## src/rtl/uart_tx_arb_pkg.sv

```systemverilog
// ============================================================================
// Module   : uart_tx_arb_pkg
// Purpose  : Shared FSM state type and sizing helpers for the UART TX arbiter.
// Revision : 1.0 - initial release
// ============================================================================
`default_nettype none

package uart_tx_arb_pkg;

    typedef enum logic [1:0] {
        ST_RUN  = 2'd0,
        ST_WAIT = 2'd1,
        ST_GAP  = 2'd2
    } arb_state_t;

    function automatic int idle_th(input int idle_bits, input int baud_period);
        return idle_bits * baud_period;
    endfunction

    // Width able to hold every value 0..max_count inclusive.
    function automatic int cnt_width(input int max_count);
        return (max_count < 1) ? 1 : $clog2(max_count + 1);
    endfunction

endpackage

`default_nettype wire

```

## src/rtl/uart_line_idle_detector.sv

```systemverilog
// ============================================================================
// Module   : uart_line_idle_detector
// Purpose  : Flags a serial line idle once it has been high IDLE_TH cycles.
// Revision : 1.0 - initial release
// ============================================================================
`default_nettype none

module uart_line_idle_detector
    import uart_tx_arb_pkg::*;
#(
    parameter int IDLE_TH = 1144
) (
    input  logic clk,
    input  logic reset_n,
    input  logic line,
    output logic idle
);

    localparam int                 c_CNT_W = cnt_width(IDLE_TH);
    localparam logic [c_CNT_W-1:0] c_TERM  = c_CNT_W'(IDLE_TH);

    logic [c_CNT_W-1:0] r_cnt;

    // Saturating run-length of the high level; any low bit restarts it.
    always_ff @(posedge clk) begin
        if (!reset_n) begin
            r_cnt <= '0;
        end else if (!line) begin
            r_cnt <= '0;
        end else if (r_cnt != c_TERM) begin
            r_cnt <= r_cnt + c_CNT_W'(1);
        end
    end

    assign idle = (r_cnt == c_TERM);

endmodule

`default_nettype wire

```

## src/rtl/uart_tx_arbiter.sv

```systemverilog
// ============================================================================
// Module   : uart_tx_arbiter
// Purpose  : Frame-safe two-source UART TX pin arbiter with idle guard gap.
// Revision : 1.0 - initial release
// ============================================================================
`default_nettype none

module uart_tx_arbiter
    import uart_tx_arb_pkg::*;
#(
    parameter int BAUD_PERIOD = 104,
    parameter int IDLE_BITS   = 11
) (
    input  logic clk,
    input  logic reset_n,
    input  logic tx_cpu,
    input  logic tx_ocd,
    input  logic sel_ocd1_cpu0,
    output logic TXD,
    output logic active_src,
    output logic switch_pending
);

    localparam int                 c_IDLE_TH  = idle_th(IDLE_BITS, BAUD_PERIOD);
    localparam int                 c_GAP_W    = cnt_width(BAUD_PERIOD);
    localparam logic [c_GAP_W-1:0] c_GAP_LAST = c_GAP_W'(BAUD_PERIOD - 1);

    logic               r_tx_cpu;
    logic               r_tx_ocd;
    logic               r_sel;
    logic               r_txd;
    logic               r_active;
    logic               r_target;
    arb_state_t         r_state;
    logic [c_GAP_W-1:0] r_gap_cnt;

    logic               w_idle_cpu;
    logic               w_idle_ocd;
    logic               w_src_bit;
    arb_state_t         w_state_nxt;
    logic               w_enter_gap;

    always_ff @(posedge clk) begin
        if (!reset_n) begin
            r_tx_cpu <= 1'b1;
            r_tx_ocd <= 1'b1;
            r_sel    <= 1'b0;
        end else begin
            r_tx_cpu <= tx_cpu;
            r_tx_ocd <= tx_ocd;
            r_sel    <= sel_ocd1_cpu0;
        end
    end

    uart_line_idle_detector #(
        .IDLE_TH (c_IDLE_TH)
    ) u_idle_cpu (
        .clk     (clk),
        .reset_n (reset_n),
        .line    (r_tx_cpu),
        .idle    (w_idle_cpu)
    );

    uart_line_idle_detector #(
        .IDLE_TH (c_IDLE_TH)
    ) u_idle_ocd (
        .clk     (clk),
        .reset_n (reset_n),
        .line    (r_tx_ocd),
        .idle    (w_idle_ocd)
    );

    assign w_src_bit = r_active ? r_tx_ocd : r_tx_cpu;

    always_comb begin
        w_state_nxt = r_state;
        w_enter_gap = 1'b0;
        case (r_state)
            ST_RUN: begin
                if (r_sel != r_active) begin
                    w_state_nxt = ST_WAIT;
                end
            end
            ST_WAIT: begin
                // A request withdrawn in the same cycle both lines qualify wins.
                if (r_sel == r_active) begin
                    w_state_nxt = ST_RUN;
                end else if (w_idle_cpu && w_idle_ocd) begin
                    w_state_nxt = ST_GAP;
                    w_enter_gap = 1'b1;
                end
            end
            ST_GAP: begin
                if (r_gap_cnt == c_GAP_LAST) begin
                    w_state_nxt = ST_RUN;
                end
            end
            default: begin
                w_state_nxt = ST_RUN;
            end
        endcase
    end

    always_ff @(posedge clk) begin
        if (!reset_n) begin
            r_state   <= ST_RUN;
            r_active  <= 1'b0;
            r_target  <= 1'b0;
            r_gap_cnt <= '0;
            r_txd     <= 1'b1;
        end else begin
            r_state <= w_state_nxt;
            if (r_state == ST_RUN && w_state_nxt == ST_WAIT) begin
                r_target <= r_sel;
            end
            if (w_enter_gap) begin
                r_active  <= r_target;
                r_gap_cnt <= '0;
            end else if (r_state == ST_GAP && r_gap_cnt != c_GAP_LAST) begin
                r_gap_cnt <= r_gap_cnt + c_GAP_W'(1);
            end
            r_txd <= (r_state == ST_GAP) ? 1'b1 : w_src_bit;
        end
    end

    assign TXD            = r_txd;
    assign active_src     = r_active;
    assign switch_pending = (r_state != ST_RUN) || (r_sel != r_active);

endmodule

`default_nettype wire
```

## config.mk

```make
export PLATFORM = sky130hd
export DESIGN_NAME = uart_tx_arbiter
export DESIGN_NICKNAME = d
export VERILOG_FILES = /design/src/rtl/uart_tx_arb_pkg.sv /design/src/rtl/uart_line_idle_detector.sv /design/src/rtl/uart_tx_arbiter.sv
export SDC_FILE = /design/constraint.sdc
export NUM_CORES = 1
export LEC_CHECK = 0
export BUFFER_PORTS_ARGS = -buffer_cell sky130_fd_sc_hd__buf_2
export CORE_MARGIN = 2
export CORE_UTILIZATION = 35
export CTS_CLUSTER_SIZE = 40
export DETAILED_ROUTE_END_ITERATION = 8
export GPL_TIMING_DRIVEN = 0
export HOLD_SLACK_MARGIN = 0.06
export PLACE_DENSITY_LB_ADDON = 0.3
export RECOVER_POWER = 50
export SYNTH_ARGS = -nofsm -noshare
export SYNTH_HDL_FRONTEND = slang
export SYNTH_SLANG_ARGS = --single-unit
```

## constraint.sdc

```tcl
create_clock -name clk -period 2.55 [get_ports clk]
set_clock_uncertainty 0.1 [all_clocks]
set_input_delay 0.51 -clock clk [delete_from_list [all_inputs] [get_ports clk]]
set_output_delay 0.51 -clock clk [all_outputs]
set_load 0.01 [all_outputs]
```

Word-level counts from Yosys, hierarchy flattened
Cells that the tools add are included.
- add/sub/neg operators: 3
- bitwise operators: 1
- reductions and logical operators: 10
- mux-type cells: 9
- eq/ne operators: 11
- operator list (kind ; count):
    adder 11 x 1 -> 11 bit (second input constant) ; 2
    == test 11 bit (second input constant) ; 2
    != test 11 bit (second input constant) ; 2
    two-way mux 2 bit ; 4
    adder 7 x 1 -> 7 bit (second input constant) ; 1
    == test 7 bit (second input constant) ; 1
    != test 7 bit (second input constant) ; 1
    case mux 2 bit (3 select lines) ; 1
    == test 2 x 1 -> 1 bit (second input constant) ; 2
    two-way mux 1 bit ; 4
    AND reduction 2 bit ; 2
    OR reduction 2 bit ; 2
    logical AND 1 bit ; 3
    == test 2 bit (second input constant) ; 1
    zero test 2 bit ; 1
    nonzero test 2 bit ; 1
    == test 1 bit ; 1
    logical OR 1 bit ; 1
    != test 1 bit ; 1
    NOT 1 bit ; 1
- output and inout bits: 3
- logic and storage cells: 44
- bits of input ports: 5
- register bits after elaboration: 37

Longest topological paths before layout
- word-level depth: 7
- gate-level depth with buffers: 6
- mapped depth without buffers: 6

Hierarchy
From an unflattened synthesis, not the netlist that was laid out.
- cell total of the unflattened synthesis: 202
- area total of the unflattened synthesis: 1820.5 um^2
- modules (own cells, without submodules) (module ; instances ; seq. area each (um^2) ; cells each ; area each (um^2)):
    uart_line_idle_detector ; 2 ; 220.2 ; 63 ; 561.8
    uart_tx_arbiter ; 1 ; 300.3 ; 76 ; 696.9

Worst setup path before layout
OpenSTA, ideal clock, no wires.
- path type: reg2reg
- from: reg u_idle_cpu.r_cnt[2]
- to: reg r_gap_cnt[2]
- slack: 0.859 ns
- data arrival time: 1.468 ns
- clock period less this slack: 1.691 ns
- stages on the path, launching flop included: 5
- library setup time: 0.123 ns
- required time: 2.327 ns
- path buffers: 0
- cell sequence: dfxtp_1 > or4_4 > nor3_4 > a31o_2 > a211oi_1
- longest elaborated chain between the ends: 6
- ends and longest elaborated chain (item ; RTL line ; source):
    from (decl) ; uart_line_idle_detector.sv:22 ; logic [c_CNT_W-1:0] r_cnt;
    from (signal assigned) ; uart_line_idle_detector.sv:31 ; r_cnt <= r_cnt + c_CNT_W'(1);
    == test 11 bit ; uart_line_idle_detector.sv:35 ; assign idle = (r_cnt == c_TERM);
    logical AND 1 bit ; uart_tx_arbiter.sv:88 ; end else if (w_idle_cpu && w_idle_ocd) begin
    two-way mux 1 bit ; uart_tx_arbiter.sv:88 ;
    two-way mux 1 bit ; uart_tx_arbiter.sv:86 ; if (r_sel == r_active) begin
    two-way mux 1 bit ; uart_tx_arbiter.sv:78 ; case (r_state)
    OR reduction 2 bit (no line) ; - ;
    to (signal assigned) ; uart_tx_arbiter.sv:120 ; r_gap_cnt <= r_gap_cnt + c_GAP_W'(1);
    to (decl) ; uart_tx_arbiter.sv:35 ; logic [c_GAP_W-1:0] r_gap_cnt;
Every way passes these cells.
A chain may end at the register's enable or synchronous reset.

Worst setup path in the final report
- from: reg u_idle_ocd.r_cnt[0]
- to: reg r_gap_cnt[0]
- longest elaborated chain between the ends: 6
- ends and longest elaborated chain (item ; RTL line):
    from (decl) ; uart_line_idle_detector.sv:22
    from (signal assigned) ; uart_line_idle_detector.sv:31
    == test 11 bit ; uart_line_idle_detector.sv:35
    logical AND 1 bit ; uart_tx_arbiter.sv:88
    two-way mux 1 bit ; uart_tx_arbiter.sv:88
    two-way mux 1 bit ; uart_tx_arbiter.sv:86
    two-way mux 1 bit ; uart_tx_arbiter.sv:78
    OR reduction 2 bit (no line) ; -
Every way passes these cells.

==> run metrics <==
Vias per Instance=5.04; vias in the first global route=~1,100; drt pass-1 iters=4; portion of total power attributed to sequential cells=slightly below 60%; largest area contributor in the netlist=sky130_fd_sc_hd__dfxtp_1; power per cell area=about 570 mW/mm^2; tightest slew margin relative to the limit=37.2%; routed via count=~1,200; setup repair after global routing missed its margin=no; largest fanout on the critical path=10; average footprint of a synthesized cell=just over 9 um^2; Syn-to-layout area delta=10.3%; violation count after the first detailed-routing iteration=55; Sink Count=37; result of the run=finished, final reports clean; shortest period the worst path allows=around 2.1 ns; Req. time, crit path=2.63 ns; Die Wd=slightly above 70 um; clock tree from TritonCTS=done; Initial Util=~37%; area of the die=about 0.0053 mm^2; critical-path cell list=inv_1, ha_1, nand2b_1, nor4b_2, a31o_2, nor2_1; transition time at the pin with the least slew margin=around 0.94 ns; GRT Resource Usage Total=11.3%; H-tree levels=2; clock root cell=sky130_fd_sc_hd__clkbuf_8; Critical Path End Type=register; number of hold violations in the final report=0; insertion delay of the later-clocked pin in the worst-skew pair=about 0.28 ns; total leakage power=0.000633 uW; max-slew violations=0; I/O pin count=8; Floorplan Core Area=~0.0044 mm^2; post-synth top area share=between 40 and 50%; share of flip-flops with an asynchronous set or reset after synthesis=0%; Max rail drop VDD=approximately 0.00016 V; Crit path buffers/inverters=1; cell types occupying the most area after synthesis=sky130_fd_sc_hd__dfxtp_1 (45%), sky130_fd_sc_hd__xor2_1 (6.9%), sky130_fd_sc_hd__nand2_1 (4.8%); residual antenna-violating net count after detailed routing=0; share of layout cells above drive strength 1=around a tenth; most instantiated flip-flop cell in the synthesis netlist=sky130_fd_sc_hd__dfxtp_1; net count of the mapped netlist=between 150 and 200; signal arrival time at the worst endpoint=~2.2 ns; chip height=approximately 73 um; fill cell total of the finished layout=~440; part of the power in combinational logic=around 4.5%; synthesis-stage register bit count=37; classification of the worst-slack hold path=input pin to register; initial antenna violation count=0; met2 Resource Use GR=between 10% and 20%; kind of critical path=register to register; switching share of power=between 20% and 30%; library cell with the highest instance count after synthesis=sky130_fd_sc_hd__dfxtp_1; global-route wire length before repair=approximately 4600 um; portion of total power attributed to the clock network=between 30% and 40%; leading post-synthesis cells by instance count=sky130_fd_sc_hd__dfxtp_1 (37), sky130_fd_sc_hd__nand2_1 (21), sky130_fd_sc_hd__nor2_1 (19); gr ovfl total=0; maximum operating frequency=476 MHz; count of hold-fix buffers inserted at cts=0; Ys Warns=0; Cell Int Power=between 700 and 800 uW; Post-Syn Instances=180; startpoint type of the worst setup path=register; fraction of met1 tracks used by global routing=~15%; estimated wirelength of the detail-placed design=1910 um; switching pwr=approximately 240 uW; slack of the worst reg-to-reg path=between 0.4 and 0.5 ns; share of the cycle needed by the critical path after routing=between 80 and 90%; Syn Std Cell Area=~0.0016 mm^2; post-CTS setup buffer count=0; number of max-cap violations=0; most used routing layer=met2; cell class contributing the biggest share of worst-path delay=simple AND/OR/NAND/NOR gates; DR WL/cell=~11 um; number of enable-type register cells in the synthesized netlist=0; I/O Buffers=7; worst hold slack=between 0.3 and 0.4 ns; post-route setup TNS=0 ns; sequential fraction of the synthesis area=between 40% and 50%; CTS buffer count=5; number of unique standard cell types used by synthesis=36; maximum clock path buffer count=2; met3 Use GR=between 4 and 5%; row count=24; detailed-route wire length=2770 um; GP Congestion=approximately 0.74; clock-pin slew on the worst setup and hold paths=0.07 ns; pin count of the biggest net entering global routing=12; count of endpoints failing setup in the final report=0; delay contributed by the slowest stage of the critical path=0.81 ns; post_cts resized=0; cell with the biggest individual delay on the critical path=sky130_fd_sc_hd__nor4b_2; total inserted antenna cells=0; layout net count=204; number of remaining DRC errors=0
==> power by group through the flow <==
| stage | registers (uW) | clock network, uW | logic (uW) |
|---|---|---|---|
| 2_1_floorplan | 609 | 0 | 35.1 |
| 3_3_place_gp | 611 | 0 | 48.2 |
| 3_5_place_dp | 611 | 0 | 48.5 |
| 4_1_cts | 597 | 411 | 48.7 |
| 5_1_grt | 599 | 431 | 54.9 |
| 6_report | 598 | 391 | 46.5 |
==> cell type report <==
type / instances / area (um^2) / area share, %
plain buffers: 2 / 7.51 / 0.413
clock buffers: 6 / 72.6 / 3.99
clock inverters: 2 / 10.0 / 0.551
inverters: 6 / 22.5 / 1.24
multi-input cells: 135 / 867 / 47.7
flip-flops and latches: 37 / 741 / 40.8
well taps: 52 / 65.1 / 3.58
repair buffers: 7 / 31.3 / 1.72
==> placed cells by master, fill, tap and decap left out, types with 2 or more instances in the layout <==
master                     count
sky130_fd_sc_hd__nor2_1       19
sky130_fd_sc_hd__and3_1        3
sky130_fd_sc_hd__buf_2         4
sky130_fd_sc_hd__nand4_1       5
sky130_fd_sc_hd__xor2_1       13
sky130_fd_sc_hd__dfxtp_1      37
sky130_fd_sc_hd__nand2_1      21
sky130_fd_sc_hd__clkbuf_1      6
sky130_fd_sc_hd__nor3_1        7
sky130_fd_sc_hd__clkinv_2      2
sky130_fd_sc_hd__and4_1        2
sky130_fd_sc_hd__nand3_1       7
sky130_fd_sc_hd__or3_1         4
sky130_fd_sc_hd__or3b_2        2
sky130_fd_sc_hd__o21ai_0       4
sky130_fd_sc_hd__clkbuf_8      5
sky130_fd_sc_hd__ha_1          5
sky130_fd_sc_hd__a21oi_1      10
sky130_fd_sc_hd__xnor2_1       7
sky130_fd_sc_hd__inv_1         6
sky130_fd_sc_hd__nand2b_1      5
sky130_fd_sc_hd__a31o_2        2
sky130_fd_sc_hd__mux2i_1       3
==> flip-flops by register name, indices dropped and copies added, names as in the netlist <==
name              count
r_sel                 1
active_src            1
r_gap_cnt             7
u_idle_cpu.r_cnt     11
r_tx_cpu              1
TXD                   1
u_idle_ocd.r_cnt     11
r_state               2
r_target              1
r_tx_ocd              1
==> worst reg2reg max path, delay by kind of cell, from the launching register on <==
family / cells / cell delay [ns]
fa+ha+maj: 1 / 0.15
simple gates: 3 / 0.94
compound gates: 1 / 0.37
buf+inv: 1 / 0.09
flops: 1 / 0.34
==> routing by layer <==
metal	part of all wire [%]	vias to the layer above
li1	-	656
met1	54	569
met2	41	17
met3	3.5	4
met5	0	-
met4	1.2	0
==> cell families after synthesis <==
kind of cell	share of synthesized area, %
adder cells (fa/ha/maj)	3.80
XOR/XNOR	10.6
AND/OR/NAND/NOR	29.0
AO/OA/AOI/OAI	7.98
buffers and inverters	1.82
flip-flops	45.0
multiplexers	1.82
==> final timing paths <==
| kind | cells past startpoint | to | startpoint |
|---|---|---|---|
| min reg2reg | 2 | u_idle_cpu.r_cnt[8]$_SDFFE_PN0P_ | r_tx_cpu$_SDFF_PN1_ |
| min | 2 | r_tx_ocd$_SDFF_PN1_ | tx_ocd |
| max | 6 | r_gap_cnt[0]$_SDFFE_PP0P_ | u_idle_ocd.r_cnt[0]$_SDFFE_PN0P_ |
| max reg2reg | 6 | r_gap_cnt[0]$_SDFFE_PP0P_ | u_idle_ocd.r_cnt[0]$_SDFFE_PN0P_ |
==> per-stage QoR <==
step                      cells  setup slack [ns]  instance area, um^2  total power [uW]  util (%)
after floorplan             180             0.859                 1650               644         -
after global placement      239             0.671                 1750               659      39.3
final                       247             0.449                 1820              1040      40.9
after detailed placement    239             0.674                 1750               659      39.3
after global routing        247             0.306                 1820              1080      40.9
after CTS                   247             0.665                 1830              1060      41.2
Note: power is estimated with default switching activity, not from simulation.
